### config.mk
export PLATFORM = sky130hd
export DESIGN_NAME = stream_merge_2_1
export DESIGN_NICKNAME = d
export VERILOG_FILES = /design/src/rtl/stream_merge_2_1_pkg.sv /design/src/rtl/stream_reg_slice.sv /design/src/rtl/stream_merge_2_1.sv
export SDC_FILE = /design/constraint.sdc
export NUM_CORES = 1
export LEC_CHECK = 0
export ABC_AREA = 0
export BUFFER_PORTS_ARGS = -buffer_cell sky130_fd_sc_hd__buf_4
export CAP_MARGIN = 0
export CORE_MARGIN = 2
export CORE_UTILIZATION = 53
export DETAILED_ROUTE_END_ITERATION = 16
export GPL_ROUTABILITY_DRIVEN = 0
export PLACE_DENSITY = 0.95
export SETUP_SLACK_MARGIN = 0.5
export SLEW_MARGIN = 0
export SYNTH_ARGS = -nofsm -noshare
export SYNTH_HDL_FRONTEND = slang
export SYNTH_HIERARCHICAL = 1
export SYNTH_SLANG_ARGS = --single-unit
### constraint.sdc
create_clock -name clk -period 4.8 [get_ports clk]
set_clock_uncertainty 0.2 [all_clocks]
set_input_delay 0.96 -clock clk [delete_from_list [all_inputs] [get_ports clk]]
set_output_delay 0.96 -clock clk [all_outputs]
set_load 0.02 [all_outputs]
### src/rtl/stream_merge_2_1_pkg.sv
// rtl/stream_merge_2_1_pkg.sv - shared constants for the 2-to-1 stream merger
package stream_merge_2_1_pkg;

  localparam int SEL_WIDTH = 8;

  localparam logic [1:0] ST_IDLE = 2'd0;
  localparam logic [1:0] ST_GNT0 = 2'd1;
  localparam logic [1:0] ST_GNT1 = 2'd2;

  localparam logic [SEL_WIDTH-1:0] SRC_00 = 8'd0;
  localparam logic [SEL_WIDTH-1:0] SRC_01 = 8'd1;

  function automatic logic [1:0] grant_state(input logic src);
    return src ? ST_GNT1 : ST_GNT0;
  endfunction

endpackage

### src/rtl/stream_reg_slice.sv
// rtl/stream_reg_slice.sv - single-entry valid/ready output register
module stream_reg_slice #(
  parameter int WIDTH = 24
) (
  input  logic             clk,
  input  logic             rst_n,
  input  logic             in_valid,
  output logic             in_ready,
  input  logic [WIDTH-1:0] in_payload,
  output logic             out_valid,
  input  logic             out_ready,
  output logic [WIDTH-1:0] out_payload
);

  // A new beat may replace the held one in the same cycle it is consumed.
  assign in_ready = !out_valid || out_ready;

  always_ff @(posedge clk or negedge rst_n) begin
    if (!rst_n) begin
      out_valid   <= 1'b0;
      out_payload <= '0;
    end else if (in_valid && in_ready) begin
      out_valid   <= 1'b1;
      out_payload <= in_payload;
    end else if (out_ready) begin
      out_valid   <= 1'b0;
    end
  end

endmodule

### src/rtl/stream_merge_2_1.sv
// rtl/stream_merge_2_1.sv - burst-limited round-robin 2-to-1 stream merger
module stream_merge_2_1
  import stream_merge_2_1_pkg::*;
#(
  parameter int WIDTH     = 16,
  parameter int BURST_LEN = 4
) (
  input  logic                 clk,
  input  logic                 rst_n,
  input  logic [WIDTH-1:0]     in_00_data,
  input  logic                 in_00_valid,
  output logic                 in_00_ready,
  input  logic [WIDTH-1:0]     in_01_data,
  input  logic                 in_01_valid,
  output logic                 in_01_ready,
  output logic [WIDTH-1:0]     out_data,
  output logic [SEL_WIDTH-1:0] out_select,
  output logic                 out_valid,
  input  logic                 out_ready
);

  localparam int CNT_W = (BURST_LEN < 2) ? 1 : $clog2(BURST_LEN + 1);
  localparam logic [CNT_W-1:0] CNT_LAST = CNT_W'(BURST_LEN - 1);

  logic [1:0]           state;
  logic [CNT_W-1:0]     beat_cnt;
  logic                 last_grant;
  logic                 gnt0;
  logic                 gnt1;
  logic                 cur_valid;
  logic                 oth_valid;
  logic                 slice_ready;
  logic                 accept;
  logic                 leave;
  logic [WIDTH-1:0]     cur_data;
  logic [SEL_WIDTH-1:0] cur_sel;

  always_comb begin
    gnt0      = (state == ST_GNT0);
    gnt1      = (state == ST_GNT1);
    cur_valid = (gnt0 && in_00_valid) || (gnt1 && in_01_valid);
    oth_valid = gnt0 ? in_01_valid : in_00_valid;
    cur_data  = gnt1 ? in_01_data : in_00_data;
    cur_sel   = gnt1 ? SRC_01 : SRC_00;
    accept    = cur_valid && slice_ready;
    // Grant ends on the last beat of a burst or as soon as the owner goes idle.
    leave     = (accept && (beat_cnt == CNT_LAST)) || !cur_valid;
  end

  assign in_00_ready = gnt0 && slice_ready;
  assign in_01_ready = gnt1 && slice_ready;

  always_ff @(posedge clk or negedge rst_n) begin
    if (!rst_n) begin
      state      <= ST_IDLE;
      beat_cnt   <= '0;
      last_grant <= 1'b1;
    end else begin
      case (state)
        ST_IDLE: begin
          beat_cnt <= '0;
          if (in_00_valid && in_01_valid) begin
            state <= grant_state(!last_grant);
          end else if (in_00_valid) begin
            state <= ST_GNT0;
          end else if (in_01_valid) begin
            state <= ST_GNT1;
          end
        end
        ST_GNT0, ST_GNT1: begin
          if (leave) begin
            beat_cnt <= '0;
            if (oth_valid) begin
              state      <= grant_state(!gnt1);
              last_grant <= gnt1;
            end else if (!cur_valid) begin
              state      <= ST_IDLE;
              last_grant <= gnt1;
            end
          end else if (accept) begin
            beat_cnt <= beat_cnt + CNT_W'(1);
          end
        end
        default: begin
          state    <= ST_IDLE;
          beat_cnt <= '0;
        end
      endcase
    end
  end

  stream_reg_slice #(
    .WIDTH(WIDTH + SEL_WIDTH)
  ) u_out_slice (
    .clk        (clk),
    .rst_n      (rst_n),
    .in_valid   (cur_valid),
    .in_ready   (slice_ready),
    .in_payload ({cur_sel, cur_data}),
    .out_valid  (out_valid),
    .out_ready  (out_ready),
    .out_payload({out_select, out_data})
  );

endmodule

==> run summary <==
Final net count -> 235
Synth Cell Area -> 1680 µm²
Initial antenna violation count -> 0
Core Area -> 3030 µm²
R2R depth -> 6
Max VDD drop -> 436 µV
Via count -> 1192
Setup Viol. Count Final -> 0
RSZ-0062 raised after global routing -> no
RR Endpoint -> u_out_slice/out_payload[11]
Hold Vio Cnt, Final -> 0
Clock sinks -> 31
Fin. max-slew vios -> 0
PwrDens -> 669 nW/µm²
Dpl ws -> 2010 ps
Final Cycle Share -> 65.0%
Router iterations before antenna repair -> 4
Final hold slack -> 324 ps
Minimum clock period -> 3120 ps
CP Class -> reg -> out
Met3 routed WL -> 157 µm
Num rows -> 20
Cells after synthesis -> 120
Syn Area/Cell -> 14.0 µm²
Num CTS Buffers -> 5
Post-Route WL -> 3480 µm
Reg clk slew, reported paths -> 90 ps
Number of DRC markers in iteration 0 -> 40
WL met1 -> 1360 µm
Chip width -> 60.3 µm
Share of cells above drive strength 1 -> 62.2%
Die Area -> 3640 µm²
# port buffers -> 63
Crit path arrival time -> 1960 ps
Hold Crit Depth -> 1
DRC -> 0
TritonCTS clock tree -> yes
Initial Utilization -> 55.5%
Power, Total -> 1520 µW
Number of synthesized register bits -> 31
Status -> completed
PostCTS Resize Cnt -> 0
Dpl cell area -> 2180 µm²
Setup ws final -> 1680 ps
Routed vias/inst -> 5.03
Post-DRT Antenna Nets -> 0
Max Freq -> 0.320 GHz
Worst Setup EP -> in_01_ready
Yosys warning count -> 6
Reg area -> 777 µm²
Crit Path Max Fanout -> 22
CP startpoint kind -> flop
Max-cap viol count -> 0
Antenna cell count -> 0
DR top layer -> met4
Die Y -> 60.3 µm
Synthesis-to-finish area growth -> 35.0%
Hold-fix buffers at CTS -> 0
First-pass GRT wire length -> 5500 µm
Bufs on Longest Clock Path -> 2
Fin area -> 2270 µm²
Distinct cell type count after synthesis -> 31
Flop2flop setup slack -> 2100 ps
Largest net degree at the start of global routing -> 32
Area of the multi-input gates -> 851 µm²
Layout filler cell count -> 186
Worst setup path start -> state[0]
Worst EP required -> 3640 ps
Vias in the first global route -> 1245
Post-DP HPWL -> 2600 µm
Total GRT Usage -> 21.4%
Sequential-to-total area share from yosys stat -> 46.2%
Max-slew headroom -> 40.9%
CTS Root Cell -> clkbuf_4
Worst-margin pin slew -> 887 ps
Grt ovf -> 0
Boundary Pins -> 64
R2r startpoint -> state[0]
CP endpoint kind -> output pin
Hold crit path type -> reg -> reg
Met2 Wirelength -> 1910 µm
Setup TNS -> 0 ps
Leakage -> 0.00117 µW
DR WL/cell -> 14.7 µm
Postcts setup bufs -> 0
Clk_lat worst skew -> 330 ps
# H-tree levels -> 2
==> power breakdown <==
group / switching (µW) / leakage (µW) / internal (µW)
registers: 77.5 / 0.000373 / 388
logic: 388 / 0.000751 / 452
clock network: 89.9 / 0.0000482 / 123
total: 555 / 0.00117 / 963
==> logic make-up after synthesis <==
group,Yosys count,share of synthesized area [%]
adder cells (fa/ha/maj),6,4.47
AO/OA/AOI/OAI,10,3.50
AND/OR/NAND/NOR,17,6.93
other,1,0.223
flip-flops,31,46.2
buffers and inverters,11,4.47
multiplexers,44,34.2
==> Yosys cell counts (all sizes together) <==
master | n | area [µm²]
mux2 | 44 | 574
dfrtp | 30 | 751
inv | 7 | 26.3
ha | 6 | 75.1
a21oi | 5 | 25.0
buf | 3 | 45.0
nand2 | 3 | 21.3
o21ai | 3 | 18.8
and2 | 2 | 13.8
nand3 | 2 | 10.0
nand3b | 2 | 15.0
nor2 | 2 | 7.51
nor3 | 2 | 10.0
a22oi | 1 | 7.51
and3 | 1 | 11.3
clkbuf | 1 | 3.75
conb | 1 | 3.75
dfstp | 1 | 26.3
nand2b | 1 | 13.8
nor2b | 1 | 6.26
o211ai | 1 | 7.51
or2b | 1 | 7.51
==> per-stage QoR <==
step                      util (%)  std cells
after global placement        72.1        229
after global routing          74.9        237
after detailed placement      72.1        229
final                         74.9        237
after floorplan                  -        126
after CTS                     74.9        237
==> flip-flops by register name, summed over array words and instances, names as in the netlist <==
name	flops
u_out_slice/out_valid	1
u_out_slice/out_payload	24
state	2
last_grant	1
beat_cnt	3
==> cell type report <==
cell class / count / share of cell area [%]
Clock inverter: 2 / 1.54
Timing Repair Buffer: 63 / 20.8
Multi-Input combinational cell: 84 / 37.5
Clock buffer: 6 / 2.26
Inverter: 7 / 1.16
Tap cell: 44 / 2.43
Sequential cell: 31 / 34.3
==> worst max-delay path: stages, from the launching register on <==
cell	delay (ps)
dfrtp_1	430
inv_1	100
ha_1	740
and2_1	230
buf_4	140
==> routing by layer <==
metal / GRT usage, % / vias to the layer above
li1: - / 556
met2: 36.5 / 37
met1: 24.0 / 589
met3: 7.79 / 10
met4: 9.52 / 0
met5: 0 / -
==> placed cells by master, fill, tap and decap left out, types with 2 or more instances in the layout <==
master / count
nor3_1: 2
clkbuf_4: 5
mux2_1: 3
nand3_1: 2
inv_1: 6
nand3b_1: 2
dfrtp_1: 30
conb_1: 7
a21oi_1: 5
mux2_4: 21
ha_1: 6
mux2_2: 20
nor2_1: 2
buf_4: 63
==> worst min-delay path by stage <==
stage / startpoint / endpoint / slack (ps)
6_report: u_out_slice/out_payload[21] / u_out_slice/out_payload[21] / 320
2_1_floorplan: beat_cnt[2] / beat_cnt[2] / 290
3_3_place_gp: u_out_slice/out_payload[21] / u_out_slice/out_payload[21] / 290
3_5_place_dp: u_out_slice/out_payload[22] / u_out_slice/out_payload[22] / 300
4_1_cts: u_out_slice/out_payload[13] / u_out_slice/out_payload[13] / 330
5_1_grt: u_out_slice/out_payload[11] / u_out_slice/out_payload[11] / 330
(Power assumes the default switching activity.)
